**src/rtl/divisor_secuencial.sv**
```systemverilog
// Iterative restoring divider, one quotient bit per clock, start/ready/done.
// Define DIVISOR_SIGNED_EN for two's-complement operands and results.
module divisor_secuencial #(
    parameter int N = 8
) (
    input  logic         clk,
    input  logic         rst_n,
    input  logic         start,
    input  logic [N-1:0] A,
    input  logic [N-1:0] B,
    output logic         ready,
    output logic         done,
    output logic [N-1:0] Q,
    output logic [N-1:0] R,
    output logic         div_zero
);

    localparam int CW = $clog2(N);

    typedef enum logic [2:0] {
        IDLE = 3'b001,
        CALC = 3'b010,
        DONE = 3'b100
    } state_t;

    state_t        state;
    logic [CW-1:0] count;
    logic [N-1:0]  p;
    logic [N-1:0]  dq;
    logic [N-1:0]  dvs;

    logic [N:0]    s;
    logic [N:0]    d;
    logic          q_bit;
    logic [N-1:0]  p_nxt;
    logic [N-1:0]  q_nxt;
    logic [N-1:0]  res_q;
    logic [N-1:0]  res_r;
    logic [N-1:0]  a_cap;
    logic [N-1:0]  b_cap;

    // The partial remainder never reaches B, so N bits hold it; quotient
    // bits shift into the dividend register as its bits are consumed.
    always_comb begin
        s     = {p, dq[N-1]};
        d     = s - {1'b0, dvs};
        q_bit = ~d[N];
        p_nxt = q_bit ? d[N-1:0] : s[N-1:0];
        q_nxt = {dq[N-2:0], q_bit};
    end

`ifdef DIVISOR_SIGNED_EN
    logic q_neg;
    logic r_neg;

    always_comb begin
        a_cap = A[N-1] ? -A : A;
        b_cap = B[N-1] ? -B : B;
        res_q = q_neg ? -q_nxt : q_nxt;
        res_r = r_neg ? -p_nxt : p_nxt;
    end

    always_ff @(posedge clk or negedge rst_n) begin
        if (!rst_n) begin
            q_neg <= 1'b0;
            r_neg <= 1'b0;
        end else if (state == IDLE && start) begin
            q_neg <= A[N-1] ^ B[N-1];
            r_neg <= A[N-1];
        end
    end
`else
    always_comb begin
        a_cap = A;
        b_cap = B;
        res_q = q_nxt;
        res_r = p_nxt;
    end
`endif

    always_ff @(posedge clk or negedge rst_n) begin
        if (!rst_n) begin
            state    <= IDLE;
            ready    <= 1'b1;
            done     <= 1'b0;
            Q        <= '0;
            R        <= '0;
            div_zero <= 1'b0;
            count    <= '0;
            p        <= '0;
            dq       <= '0;
            dvs      <= '0;
        end else begin
            done <= 1'b0;
            unique case (state)
                IDLE: begin
                    if (start) begin
                        p     <= '0;
                        dq    <= a_cap;
                        dvs   <= b_cap;
                        ready <= 1'b0;
                        if (B == '0) begin
                            state    <= DONE;
                            done     <= 1'b1;
                            Q        <= '1;
                            R        <= A;
                            div_zero <= 1'b1;
                        end else begin
                            state <= CALC;
                            count <= CW'(N - 1);
                        end
                    end
                end
                CALC: begin
                    p  <= p_nxt;
                    dq <= q_nxt;
                    if (count == '0) begin
                        state    <= DONE;
                        done     <= 1'b1;
                        Q        <= res_q;
                        R        <= res_r;
                        div_zero <= 1'b0;
                    end else begin
                        count <= count - CW'(1);
                    end
                end
                DONE: begin
                    state <= IDLE;
                    ready <= 1'b1;
                end
                default: begin
                    state <= IDLE;
                    ready <= 1'b1;
                end
            endcase
        end
    end

endmodule

```
**config.mk**
```make
export PLATFORM = sky130hd
export DESIGN_NAME = divisor_secuencial
export DESIGN_NICKNAME = d
export VERILOG_FILES = /design/src/rtl/divisor_secuencial.sv
export SDC_FILE = /design/constraint.sdc
export NUM_CORES = 1
export LEC_CHECK = 0
export BUFFER_PORTS_ARGS = -buffer_cell sky130_fd_sc_hd__buf_2
export CAP_MARGIN = 20
export CORE_UTILIZATION = 30
export CTS_CLUSTER_DIAMETER = 40
export CTS_CLUSTER_SIZE = 12
export DETAILED_ROUTE_END_ITERATION = 7
export PLACE_DENSITY = 0.49
export SETUP_SLACK_MARGIN = 0.1
export SYNTH_ARGS = -nofsm -noshare
export SYNTH_HDL_FRONTEND = slang
export SYNTH_SLANG_ARGS = --single-unit
```
**constraint.sdc**
```tcl
create_clock -name clk -period 4.5 [get_ports clk]
set_input_delay 0.45 -clock clk [delete_from_list [all_inputs] [get_ports clk]]
set_output_delay 0.45 -clock clk [all_outputs]
set_load 0.01 [all_outputs]
```
After elaboration in Yosys (flattened, before gate mapping)
Index checks and enable logic that the tools add are counted.
{ "totals": {"ff_bits": 49, "input_bits": 19} }
{ "op_classes": {"n_addsub": 2, "eq_ne": 7, "mux": 31, "bitwise": 2, "reduce_logical": 9} }
{ "op_table": {"columns": ["operator", "count"], "rows": [
  ["$mux 8", 9],
  ["$pmux 8 s2", 4],
  ["$mux 3", 6],
  ["$pmux 3 s2", 2],
  ["$ne 2x2->1 const B", 5],
  ["$sub 9x8->9", 1],
  ["$logic_not 8->1", 1],
  ["$reduce_and 2->1", 4],
  ["$reduce_and 4->1", 2],
  ["$mux 1", 7],
  ["$pmux 1 s2", 3],
  ["$eq 3x1->1 const B", 1],
  ["$eq 3x2->1 const B", 1],
  ["$logic_not 3->1", 1],
  ["$sub 3x1->3 const B", 1],
  ["$not 1->1", 2],
  ["$reduce_bool 2->1", 1]
]} }

Depth between registers and ports, before layout
{ "logic_depth": {"depth_word": 4, "mapped_depth": 11, "depth_no_buf": 10} }

Worst setup path before layout
Ideal clock, no wire load.
{ "synth_path": {"path_kind": "register to register", "start": "register dq[7]", "end": "register R[3]", "setup_time_ns": 0.142, "t_arrival_ns": 2.215, "required_ns": 4.358, "slack_ns": 2.144, "stages_incl_launch_ff": 12, "path_cell_list": "dfrtp_1 -> inv_1 -> ha_1 -> inv_1 -> fa_1 -> a211oi_2 -> nor3_2 -> mux2i_2 -> or2_1 -> buf_6 -> a31oi_2 -> a31oi_1"} }
{ "synth_via": {"elab_chain_cells": 4} }
{ "synth_lines": {"columns": ["element", "line_no", "rtl"], "rows": [
  ["start: declaration", "29", "logic [N-1:0] dq;"],
  ["start signal: assignment", "99", "dq <= a_cap;"],
  ["start signal: assignment", "116", "dq <= q_nxt;"],
  ["$sub 9x8->9", "46", "d = s - {1'b0, dvs};"],
  ["$mux 8", "48", "p_nxt = q_bit ? d[N-1:0] : s[N-1:0];"],
  ["$mux 8", "117", "if (count == '0) begin"],
  ["$pmux 8 s2", "95", "unique case (state)"],
  ["end signal: assignment", "121", "R <= res_r;"],
  ["end: declaration", "14", "output logic [N-1:0] R,"]
]} }
Every way passes these cells. The select of a mux whose other input is x is not followed.
A chain may end at the register's enable or synchronous reset.

Final worst setup path
Ends and elaborated chain as after synthesis.

==> results.toml <==
[outcome]
status = "completed"

[synthesis]
synth_edf_count = 0
synthAdderAreaFrac_pct = 5.69
ys_seq_area_share_pct = 48.2
synth_area_leader_cell = "dfrtp_1"
ys_warn_count = 0
synthTopCellsByArea = "dfrtp_1 (46%), nand2_1 (7.9%), nor2_1 (5.6%)"
yosys.area_share.simple_pct = 21.1
synth_seq_cells = 49
synth_top_family_by_area = "simple AND/OR/NAND/NOR gates"
synth_cell_types = 48
synthCells = 278
async_flop_share_pct = 100
yosys.area_share.xor_xnor_pct = 2.06
synth.top_cell.area_share_pct = 46.1
synth.area.mux_share_pct = 2.55
ys.flop_type = "dfrtp_1"
yosysMostFrequentCell = "nand2_1"
syn_area_per_cell_um2 = 9.17
syn_area_um2 = 2550
synth_nets = 308
synth_common_cells = "nand2_1 (54), dfrtp_1 (47), nor2_1 (38)"
synth_compound_area_share_pct = 16.7

[clock_network]
clock-sinks = 49
cts_root_buf = "clkbuf_8"
clk_path_buf_depth = 2
numCtsBuffers = 5
cts_setup_buffers = 0
h-tree-depth = 2
cts.clk_slew.worst_paths_ns = 0.10
clock_latency_ns = 0.30
cts_resized = 0
cts_hold_buf = 0
cts_tree = "built"

[pwr]
p_switching_uw = 771
total_power_mw = 1.81
p_int_mw = 1.04
p_sw_share_pct = 42.6
seqPwrFrac_pct = 36.1
power_density_nw_per_um2 = 614
ir_drop_mv = 0.172
p_clk_share_pct = 14.6
comb_power_share_pct = 49.3
power_leakage_nw = 1.34

[global_route]
grt_max_degree = 50
grt_pass1_wl_um = 9270
grt_overflow_total = 0
grt.total_usage_pct = 13.5
antenna_found_initial = 0
grt_pass1_vias = 1873

[timing]
fmax_ghz = 0.349
fin_ws_ns = 1.64
rsz0062_at_grt = "false"
period_share_pct = 63.6
worst_pin_slew_ns = 0.633
tns_ns = 0
slew_violations = 0
fin_skew_ns = 0.0129
slew_headroom_pct = 57.8
setup_viol_count_final = 0
period_needed_ns = 2.86
hold_viol = 0
hold_ws_ns = 0.234

[worst_setup_path]
end_kind = "flip-flop"
max_stage_delay_ns = 0.46
slowest_stage = "or2_1"
critPathArrivalTime_ns = 3.09
crit_chain = "inv_1 > ha_1 > inv_1 > fa_1 > a211oi_2 > nor3_2 > mux2i_2 > or2_1 > a31oi_2 > a31oi_1"
r2r_start = "dq[7]"
crit_path_start = "dq[7]"
critPathMaxFanout = 8
crit_path_frequent_cell = "inv_1"
startpoint_type = "flip-flop"
worstSetupPathType = "flip-flop to flip-flop"
worstPathRequired_ns = 4.72

[floorplanning]
coreArea_um2 = 8220
start_util_pct = 31.0
die_w_um = 94.2
rows = 33
ioPinCount = 38
fp.dieArea_um2 = 8870
die_h_um = 94.2

[detailed_routing]
dr_wl_met2_um = 2340
firstDrtPassIters = 4
postRouteAntennaNets = 0
vias = 2037
drc = 0
via_per_inst = 4.83
wl_met3_um = 222
wl_per_cell_um = 13.0
drt_iter0_markers = 96
highest_layer = "met4"
wl_um = 5480
wirelength_met1_um = 2860

[worst_hold_path]
hold_class = "input pin to asynchronous set/reset pin"

[place]
dp.cells = 412
post-dp-hpwl_um = 4020
place_area_um2 = 2840
routabilityCongestion = 0.695
portBuffers = 37
pre_cts_ws_ns = 1.64

[finish]
seq_area_um2 = 1230
drive_above_1_share_pct = 19.9
num-fill-cells = 869
fin_nets = 346
final_cells = 422
multiInputGateArea_um2 = 1230
num_antenna_cells = 0
fin_util_pct = 35.9
final_cell_area_um2 = 2950
area_delta_synth_final_pct = 15.7

[job]
max-cap-violations = 0
[worst paths after layout]
check / cells past startpoint / end / slack [ns]
max: 10 / R[3] / 1.64
min reg2reg: 2 / count[0] / 0.52
max reg2reg: 10 / R[3] / 1.64
min in group clk: 3 / dvs[2] / 0.37
max in group asynchronous: 2 / dvs[1] / 3.82
min: 2 / Q[7] / 0.23
[worst max-delay path: cells and delay by family, from the launching register on]
family	cells	cell delay (ns)
buffers and inverters	2	0.15
multiplexers	1	0.39
AND/OR/NAND/NOR	2	0.57
adder cells (fa/ha/maj)	2	0.61
AO/OA/AOI/OAI	3	0.65
flip-flops	1	0.40
[power groups by stage]
stage | logic (mW) | registers (mW) | clock network, mW
after detailed placement | 0.895 | 0.662 | 0
after floorplan | 0.727 | 0.644 | 0
after CTS | 0.897 | 0.654 | 0.274
after global placement | 0.892 | 0.661 | 0
after global routing | 1.01 | 0.669 | 0.291
final | 0.892 | 0.654 | 0.263
[routing by layer]
layer	up-vias	track usage [%]
li1	1038	-
met1	949	19.3
met2	43	20.4
met3	7	2.83
met4	0	3.59
met5	-	0
[layout by cell type, fill, tap and decap left out, types with 3 or more instances in the layout]
cell type,Yosys,final
a21o_1,3,3
a21oi_1,13,13
a31oi_1,14,14
a31oi_2,3,3
buf_2,0,37
buf_4,0,4
clkbuf_8,0,5
dfrtp_1,47,47
ha_1,10,10
inv_1,11,11
mux2i_1,4,4
nand2_1,54,54
nand2b_1,6,6
nor2_1,38,38
nor3_1,9,9
nor4_1,3,3
o21ai_0,12,12
xnor2_1,4,4
[final cells by class]
type / count / area share, %
Sequential cell: 49 / 41.7
Multi-Input combinational cell: 206 / 41.6
Timing Repair Buffer: 42 / 7.81
Tap cell: 105 / 4.45
Clock buffer: 6 / 2.46
Inverter: 12 / 1.53
Clock inverter: 2 / 0.467
[cell families after synthesis]
kind of cell,after synthesis
and+or+nand+nor,123
AOI/OAI and AO/OA,60
DFF,49
buffers and inverters,23
adders and majority gates,11
xor gates and xnor gates,6
muxes,6
[sequential cells by signal (all words and copies together) (netlist names)]
name,count
div_zero,1
ready,1
done,1
dvs,8
count,3
R,8
Q,8
p,8
dq,8
state,3
No activity file was read; power rests on OpenSTA's default activity.
